$ cat src/rtl/alu_ctrl_decode.sv
// alu_ctrl_decode: RV32I decode stage producing the ALU command, operand selects,
// immediate and register indices for the EX stage. A 2-entry skid buffer (head E0,
// skid E1) sits behind the decoder, so in_ready and all out_* ports come from flops.
module alu_ctrl_decode #(
    parameter int XLEN = 32
) (
    input  logic            clk,
    input  logic            rst_n,
    input  logic            flush,
    input  logic            in_valid,
    output logic            in_ready,
    input  logic [31:0]     in_instr,
    input  logic [XLEN-1:0] in_pc,
    output logic            out_valid,
    input  logic            out_ready,
    output logic [3:0]      out_alu_ctrl,
    output logic [1:0]      out_srca_sel,
    output logic            out_srcb_sel,
    output logic [XLEN-1:0] out_imm,
    output logic [4:0]      out_rs1,
    output logic [4:0]      out_rs2,
    output logic [4:0]      out_rd,
    output logic            out_reg_write,
    output logic            out_is_branch,
    output logic            out_illegal,
    output logic [XLEN-1:0] out_pc
);

    typedef struct packed {
        logic [3:0]      alu_ctrl;
        logic [1:0]      srca_sel;
        logic            srcb_sel;
        logic [XLEN-1:0] imm;
        logic [4:0]      rs1;
        logic [4:0]      rs2;
        logic [4:0]      rd;
        logic            reg_write;
        logic            is_branch;
        logic            illegal;
        logic [XLEN-1:0] pc;
    } bundle_t;

    typedef enum logic [1:0] {EMPTY = 2'd0, ONE = 2'd1, TWO = 2'd2} state_t;

    localparam logic [6:0] OPC_OP     = 7'b0110011;
    localparam logic [6:0] OPC_OPIMM  = 7'b0010011;
    localparam logic [6:0] OPC_LOAD   = 7'b0000011;
    localparam logic [6:0] OPC_STORE  = 7'b0100011;
    localparam logic [6:0] OPC_BRANCH = 7'b1100011;
    localparam logic [6:0] OPC_JALR   = 7'b1100111;
    localparam logic [6:0] OPC_JAL    = 7'b1101111;
    localparam logic [6:0] OPC_LUI    = 7'b0110111;
    localparam logic [6:0] OPC_AUIPC  = 7'b0010111;
    localparam logic [6:0] F7_ALT     = 7'b0100000;

    localparam logic [1:0] SRCA_RS1  = 2'd0;
    localparam logic [1:0] SRCA_PC   = 2'd1;
    localparam logic [1:0] SRCA_ZERO = 2'd2;

    // ALU command for the shared OP/OP-IMM funct3 table; alt selects sub/sra.
    function automatic logic [3:0] arith_alu(input logic [2:0] f3, input logic alt);
        logic [3:0] a;
        case (f3)
            3'b000:  a = alt ? 4'h1 : 4'h0;
            3'b001:  a = 4'h7;
            3'b010:  a = 4'h5;
            3'b011:  a = 4'h6;
            3'b100:  a = 4'h4;
            3'b101:  a = alt ? 4'h9 : 4'h8;
            3'b110:  a = 4'h3;
            3'b111:  a = 4'h2;
            default: a = 4'h0;
        endcase
        return a;
    endfunction

    // Full decode of one instruction word. Illegal words collapse to an all-zero
    // bundle carrying only the illegal flag and the pc. Operands that an
    // instruction does not use (rs1/rs2/rd, R-type imm) are reported as 0.
    function automatic bundle_t decode_instr(input logic [31:0] instr, input logic [XLEN-1:0] pc);
        bundle_t    b;
        logic [2:0] f3;
        logic [6:0] f7;
        logic       ill;
        logic       wr;
        b   = '0;
        f3  = instr[14:12];
        f7  = instr[31:25];
        ill = 1'b0;
        wr  = 1'b0;
        b.rs1 = instr[19:15];
        case (instr[6:0])
            OPC_OP: begin
                wr         = 1'b1;
                b.rs2      = instr[24:20];
                b.alu_ctrl = arith_alu(f3, instr[30]);
                if (f7 == 7'b0000000) begin
                    ill = 1'b0;
                end else if ((f7 == F7_ALT) && ((f3 == 3'b000) || (f3 == 3'b101))) begin
                    ill = 1'b0;
                end else begin
                    ill = 1'b1;
                end
            end
            OPC_OPIMM: begin
                wr         = 1'b1;
                b.srcb_sel = 1'b1;
                b.alu_ctrl = arith_alu(f3, (f3 == 3'b101) && instr[30]);
                if ((f3 == 3'b001) || (f3 == 3'b101)) begin
                    b.imm = {27'd0, instr[24:20]};
                    if (f7 == 7'b0000000) begin
                        ill = 1'b0;
                    end else if ((f7 == F7_ALT) && (f3 == 3'b101)) begin
                        ill = 1'b0;
                    end else begin
                        ill = 1'b1;
                    end
                end else begin
                    b.imm = {{20{instr[31]}}, instr[31:20]};
                end
            end
            OPC_LOAD, OPC_JALR: begin
                wr         = 1'b1;
                b.srcb_sel = 1'b1;
                b.imm      = {{20{instr[31]}}, instr[31:20]};
            end
            OPC_STORE: begin
                b.srcb_sel = 1'b1;
                b.rs2      = instr[24:20];
                b.imm      = {{20{instr[31]}}, instr[31:25], instr[11:7]};
            end
            OPC_BRANCH: begin
                b.rs2       = instr[24:20];
                b.is_branch = 1'b1;
                b.imm       = {{19{instr[31]}}, instr[31], instr[7], instr[30:25], instr[11:8], 1'b0};
                case (f3)
                    3'b000:  b.alu_ctrl = 4'hA;
                    3'b001:  b.alu_ctrl = 4'hB;
                    3'b100:  b.alu_ctrl = 4'h5;
                    3'b101:  b.alu_ctrl = 4'hC;
                    3'b110:  b.alu_ctrl = 4'h6;
                    3'b111:  b.alu_ctrl = 4'hD;
                    default: ill = 1'b1;
                endcase
            end
            OPC_LUI: begin
                wr         = 1'b1;
                b.rs1      = 5'd0;
                b.srca_sel = SRCA_ZERO;
                b.srcb_sel = 1'b1;
                b.imm      = {instr[31:12], 12'd0};
            end
            OPC_AUIPC: begin
                wr         = 1'b1;
                b.rs1      = 5'd0;
                b.srca_sel = SRCA_PC;
                b.srcb_sel = 1'b1;
                b.imm      = {instr[31:12], 12'd0};
            end
            OPC_JAL: begin
                wr         = 1'b1;
                b.rs1      = 5'd0;
                b.srca_sel = SRCA_PC;
                b.srcb_sel = 1'b1;
                b.imm      = {{11{instr[31]}}, instr[31], instr[19:12], instr[20], instr[30:21], 1'b0};
            end
            // Also catches instr[1:0] != 2'b11: every listed opcode ends in 2'b11.
            default: ill = 1'b1;
        endcase
        if (ill) begin
            b         = '0;
            b.illegal = 1'b1;
        end else begin
            b.rd        = wr ? instr[11:7] : 5'd0;
            b.reg_write = wr && (instr[11:7] != 5'd0);
        end
        b.pc = pc;
        return b;
    endfunction

    state_t  state_r, state_s;
    bundle_t e0_r, e0_s;
    bundle_t e1_r, e1_s;
    bundle_t dec_s;
    logic    in_ready_r;
    logic    out_valid_r;
    logic    push_s;
    logic    pop_s;

    assign dec_s  = decode_instr(in_instr, in_pc);
    assign push_s = in_valid && in_ready_r;
    assign pop_s  = out_valid_r && out_ready;

    // Next-state and entry-update logic of the 2-entry skid buffer; flush wins.
    always_comb begin
        state_s = state_r;
        e0_s    = e0_r;
        e1_s    = e1_r;
        if (flush) begin
            state_s = EMPTY;
        end else begin
            case (state_r)
                EMPTY: begin
                    if (push_s) begin
                        e0_s    = dec_s;
                        state_s = ONE;
                    end else begin
                        state_s = EMPTY;
                    end
                end
                ONE: begin
                    if (push_s && pop_s) begin
                        e0_s    = dec_s;
                        state_s = ONE;
                    end else if (push_s) begin
                        e1_s    = dec_s;
                        state_s = TWO;
                    end else if (pop_s) begin
                        state_s = EMPTY;
                    end else begin
                        state_s = ONE;
                    end
                end
                TWO: begin
                    if (pop_s) begin
                        e0_s    = e1_r;
                        state_s = ONE;
                    end else begin
                        state_s = TWO;
                    end
                end
                default: state_s = EMPTY;
            endcase
        end
    end

    // State, entry storage and the registered handshake flags.
    always_ff @(posedge clk or negedge rst_n) begin
        if (!rst_n) begin
            state_r     <= EMPTY;
            e0_r        <= '0;
            e1_r        <= '0;
            in_ready_r  <= 1'b1;
            out_valid_r <= 1'b0;
        end else begin
            state_r     <= state_s;
            e0_r        <= e0_s;
            e1_r        <= e1_s;
            in_ready_r  <= (state_s != TWO);
            out_valid_r <= (state_s != EMPTY);
        end
    end

    assign in_ready      = in_ready_r;
    assign out_valid     = out_valid_r;
    assign out_alu_ctrl  = e0_r.alu_ctrl;
    assign out_srca_sel  = e0_r.srca_sel;
    assign out_srcb_sel  = e0_r.srcb_sel;
    assign out_imm       = e0_r.imm;
    assign out_rs1       = e0_r.rs1;
    assign out_rs2       = e0_r.rs2;
    assign out_rd        = e0_r.rd;
    assign out_reg_write = e0_r.reg_write;
    assign out_is_branch = e0_r.is_branch;
    assign out_illegal   = e0_r.illegal;
    assign out_pc        = e0_r.pc;

endmodule

$ cat config.mk
export PLATFORM = sky130hd
export DESIGN_NAME = alu_ctrl_decode
export DESIGN_NICKNAME = d
export VERILOG_FILES = /design/src/rtl/alu_ctrl_decode.sv
export SDC_FILE = /design/constraint.sdc
export NUM_CORES = 1
export LEC_CHECK = 0
export BUFFER_PORTS_ARGS = -buffer_cell sky130_fd_sc_hd__buf_2
export CORE_UTILIZATION = 50
export DETAILED_ROUTE_END_ITERATION = 10
export PLACE_DENSITY_LB_ADDON = 0.1
export SETUP_SLACK_MARGIN = 0.3
export SYNTH_ARGS = -nofsm -noshare
export SYNTH_HDL_FRONTEND = slang
export SYNTH_SLANG_ARGS = --single-unit
$ cat constraint.sdc
create_clock -name clk -period 2.09 [get_ports clk]
set_input_delay 0.418 -clock clk [delete_from_list [all_inputs] [get_ports clk]]
set_output_delay 0.418 -clock clk [all_outputs]
set_load 0.02 [all_outputs]
Word-level counts from Yosys, hierarchy flattened --
Index checks and enable logic that the tools add are counted.
Cells by class: eq/ne operators 23, muxes and demuxes 38, bitwise logic cells 2, reduce and logical (&&, ||, !) cells 26
Operators with widths (count):
- 89-bit two-way mux | 3
- 89-bit one-hot mux with 3 select lines | 1
- 32-bit one-hot mux with 6 select lines | 1
- 4-bit one-hot mux with 8 select lines | 2
- 49-bit two-way mux | 1
- 34-bit two-way mux | 1
- 32-bit two-way mux | 1
- 7-bit by 6-bit equality test with 1-bit output (second input constant) | 4
- 4-bit one-hot mux with 6 select lines | 1
- 7-bit equality test (second input constant) | 3
- 1-bit two-way mux | 15
- 5-bit two-way mux | 3
- 7-bit by 5-bit equality test with 1-bit output (second input constant) | 2
- 7-bit OR reduction | 2
- 3-bit equality test (second input constant) | 4
- 4-bit one-hot mux with 3 select lines | 1
- 6-bit OR reduction | 2
- 2-bit two-way mux | 4
- 2-bit != test (second input constant) | 4
- 7-bit by 2-bit equality test with 1-bit output (second input constant) | 1
- 1-bit logical AND | 7
- 7-bit logical NOT | 1
- 3-bit by 2-bit equality test with 1-bit output (second input constant) | 2
- 6-bit two-way mux | 1
- 17 further kinds | 22
Storage, ports and cells: flip-flop bits (word level) 182, logic and storage cells 114

Longest topological paths before layout --
depth after elaboration 9, mapped depth 10

Least setup slack after synthesis --
No wires, ideal clock.
kind input-to-reg, from in in_instr[6], to reg e0_r (netlist bit out_rs1[0]), setup time 126 ps, arrival time 2174 ps, data required time 1964 ps, setup slack -210 ps, stages 8, buffers on the path 2, cells stage by stage buf_2 and3b_1 clkbuf_1 nand2_1 o32ai_4 nor2_1 and4b_1 a221o_1
On the way: cells in the longest elaborated chain, start to end 6, elaborated cells between the ends (all ways) 17, classes of those cells 9 x eq/ne; 6 x mux; 2 x reduce/logical
RTL lines:
- from (decl) | line 12 | input logic [31:0] in_instr,
- 7-bit equality test (tied with other cells) | line 92 | case (instr[6:0])
- 6-bit OR reduction (no line) / 3-bit OR reduction (equally long branches)
- 1-bit one-hot mux with 4 select lines / 5-bit two-way mux (equally long branches) | line 92
- 49-bit two-way mux (*) | line 170 | if (ill) begin
- 89-bit two-way mux, on equally long branches | line 212, 204
- 89-bit one-hot mux with 3 select lines (*) | line 202 | case (state_r)
- to (signal assigned) | line 247 | e0_r <= e0_s;
- to (decl) | line 182 | bundle_t e0_r, e0_s;
Every way passes the cells marked *; elsewhere a longest branch is shown, timed or not. The select of a mux whose other input is x is not followed. A chain may end at the register's enable or synchronous reset.

Final worst setup path --
from in in_instr[25], to reg e1_r[85] (netlist bit)
On the way: cells in the longest elaborated chain, start to end 7, elaborated cells between the ends (all ways) 11, classes of those cells 1 x eq/ne; 7 x mux; 3 x reduce/logical
RTL lines:
- 7-bit by 6-bit equality test with 1-bit output | line 99, 113
- 1-bit logical AND | line 113 | end else if ((f7 == F7_ALT) && (f3 == 3'b101)) begin
- 1-bit two-way mux | line 113
- 1-bit two-way mux | line 111 | if (f7 == 7'b0000000) begin
- 1-bit two-way mux | line 109 | if ((f3 == 3'b001) || (f3 == 3'b101)) begin
- 1-bit one-hot mux with 4 select lines (*) | line 92
- 49-bit two-way mux (*) | line 170
- to (signal assigned) | line 248 | e1_r <= e1_s;
- to (decl) | line 183 | bundle_t e1_r, e1_s;
Every way passes the cells marked *; elsewhere a longest branch is shown, timed or not.

==> out/qor.csv <==
stage,metric,value,unit
final_layout,final core utilization,82.6,%
pwr,PwrDens,898,mW/mm²
timing,hold slack,0.233,ns
timing,Least-Margin Pin Slew,0.534,ns
logic_synthesis,Post-synth EDFFs,0,
grt,first-pass GRT wire length,40300,µm
final_layout,ratio of cells with drive above 1 in the final layout,51.3,%
timing,Final period util,99.0,%
critical_path,Crit Path Max Fanout,8,
timing,f_max,0.483,GHz
drt,met3 routed WL,2400,µm
critical_path,Worst Path Required,2.45,ns
logic_synthesis,most used flip-flop cell after synthesis,dfrtp_1,
drt,met2 WL,15500,µm
final_layout,fillcell total,876,
die,die height,130,µm
critical_path,CP Class,input port to flip-flop,
grt,largest net degree at the start of global routing,54,
clock_network,H-tree Lvls,4,
logic_synthesis,Synth warnings,0,
critical_path,most used cell along the critical path,o32ai_4,
drt,DRT Pass-1 Iters,5,
drt,DRC viols,0,
logic_synthesis,ys async rst share,100,%
timing,max-slew violations,0,
drt,Routed WL per cell,23.2,µm
drt,Detailed Route Iter0 Violations,778,
clock_network,Sink Count,182,
clock_network,CTS Root Buffer Type,clkbuf_16,
critical_path,CP max stage cell,or4_4,
placement,routability-driven placement congestion ratio,0.894,
grt,Total GRT Usage,31.7,%
critical_path,CP Data Arrival Time,2.43,ns
logic_synthesis,"Seq/Total Area, Yosys",55.6,%
critical_path,"slowest stage delay, CP",0.55,ns
logic_synthesis,Mapped Nets,908,
drt,top sig layer,met5,
logic_synthesis,"Avg Cell Area, Syn",9.79,µm²
die,Die ar.,0.0169,mm²
grt,total grt overflow,0,
placement,placed cell count,1220,
hold_path,Worst Hold Class,input port to flip-flop,
timing,post-route minimum period,2.07,ns
die,core area,0.0159,mm²
drt,met1 WL,11600,µm
drt,Via density,6.23,
timing,Fin. Hold Viols,0,
grt,initial antenna violation count,2,
critical_path,"Cell Chain, Critical Path",buf_6 -> or4_4 -> o32ai_4 -> o32ai_4 -> or3_4 -> or2_4 -> o21ai_2,
clock_network,buffer depth of the longest clock path,2,
drt,drt total wl,31000,µm
clock_network,Clock Latency Late Sink,0.44,ns
die,initial core utilization,51.4,%
timing,skew final,0.0120,ns
clock_network,"Clk pin slew, worst setup/hold paths",0.08,ns
timing,RSZ-0062 raised after global routing,yes,
grt,vias in the first global route,7489,
critical_path,Critical Path Source Type,input port,
run_status,outcome,completed,
die,Die W,130,µm
logic_synthesis,Post-Synthesis Cells,837,
die,I/O pins,160,
final_layout,P&R area growth vs syn,60.7,%
critical_path,Worst setup EP type,flip-flop,
clock_network,TritonCTS clock tree,built,
final_layout,Reg area,0.00456,mm²
timing,Relative slew margins,64.0,%
flow_run,MaxCap Viol Count,0,
logic_synthesis,"flops & latches, synth",182,
final_layout,fin cells,1336,
clock_network,CTS Buf Count,17,
timing,TNS Setup,0,ns
timing,final setup violation count,0,
pwr,total power draw,11.8,mW
drt,Final ANT Viol Nets,0,
die,Site Rows,46,
placement,IO Port Bufs,159,
placement,Post-DP HPWL,15100,µm
final_layout,"commonest non-fill, non-tap cell in the layout",dfrtp_1,
final_layout,area taken by multi-input logic gates,0.00467,mm²
logic_synthesis,Post-Syn Area,0.00819,mm²
drt,Vias,8321,
pwr,Worst VDD drop,0.000598,V
pwr,Leak,5.98,nW
final_layout,most frequent cells in the layout,"dfrtp_1, buf_2, nand2_1",
final_layout,Final nets,1177,
logic_synthesis,Yosys cell types,53,
sequential cells by signal, indices dropped and copies added, names as in the netlist, 4 cells and up:
signal        flops
out_imm          32
out_rs1           5
out_rd            5
out_alu_ctrl      4
out_pc           32
e1_r             89
out_rs2           5
cells in the mapped netlist, types with 4 or more instances:
master,instances,area (µm²)
nor4_1,4,25.0
mux2_2,33,372
nand2_1,131,492
inv_1,15,56.3
dfrtp_1,181,4530
a22o_1,26,228
buf_1,4,15.0
nand3_1,16,80.1
o21ai_1,24,120
and3_1,13,81.3
o21ai_0,19,95.1
clkbuf_1,49,184
a31oi_1,34,213
nand2b_1,5,31.3
o22ai_1,39,244
buf_2,4,20.0
o31ai_1,6,45.0
a21oi_1,72,360
nor2b_1,8,50.1
nor2_1,92,345
a221o_1,11,110
nor3_1,5,25.0
timing repair:
action / 4_1_cts / 5_1_grt
setup buffers: 24 / 23
hold buffers: 1 / 0
endpoints found under the hold margin: 40 / 0
gates resized for setup: 108 / 236
cloned: 23 / 12
pin swaps: 27 / 68
endpoints found under the setup margin: 168 / 176
metal layers:
metal	vias to the layer above	track usage [%]
li1	3547	-
met3	129	5.99
met4	2	14.1
met2	512	53.3
met5	-	0
met1	4131	40.1
cells by family (layout without fill, tap and decap cells):
kind of cell	Yosys count	after routing	synth area share, %
xor+xnor	1	1	0.107
buf+inv	74	353	3.63
compound gates	248	248	19.5
mux	34	34	4.66
fa+ha+maj	2	2	0.305
flops	182	182	55.6
simple gates	296	299	16.2
other cells	0	1	0
power by group:
part	total (mW)	internal (mW)	switching, mW
clock network	3.34	1.89	1.45
logic	3.70	1.76	1.94
registers	4.78	4.23	0.553
total	11.8	7.87	3.95
worst max-delay path, delay by kind of cell:
kind,cells,cell delay [ns]
simple gates,3,1.36
compound gates,3,0.55
buf+inv,1,0.09
metrics by stage:
step                setup WS (ns)  area (µm²)
floorplan                  -0.150        8490
global placement           -0.327        9750
detailed placement         -0.369        9750
CTS                         0.109       11700
global route              -0.0310       13200
finish                     0.0200       13200
final timing paths:
check,start,end,slack [ns],depth (start not counted)
max,in_instr[25],e1_r[85],0.02,7
max in group asynchronous,rst_n,out_srca_sel[1],0.89,3
min reg2reg,e1_r[70],e1_r[70],0.48,2
min in group asynchronous,rst_n,out_pc[9],0.51,2
min,in_pc[29],e1_r[29],0.23,2
max reg2reg,in_ready,e1_r[4],0.03,10
final cells by class:
class                   instances  share of cell area [%]
multi-input cells             584                    35.5
flip-flops and latches        182                    34.6
repair buffers                306                    22.9
clock buffers                  17                    3.23
well taps                     216                    2.05
clock inverters                15                    1.32
inverters                      15                   0.428
diodes                          1                  0.0190
(Power assumes the default switching activity.)
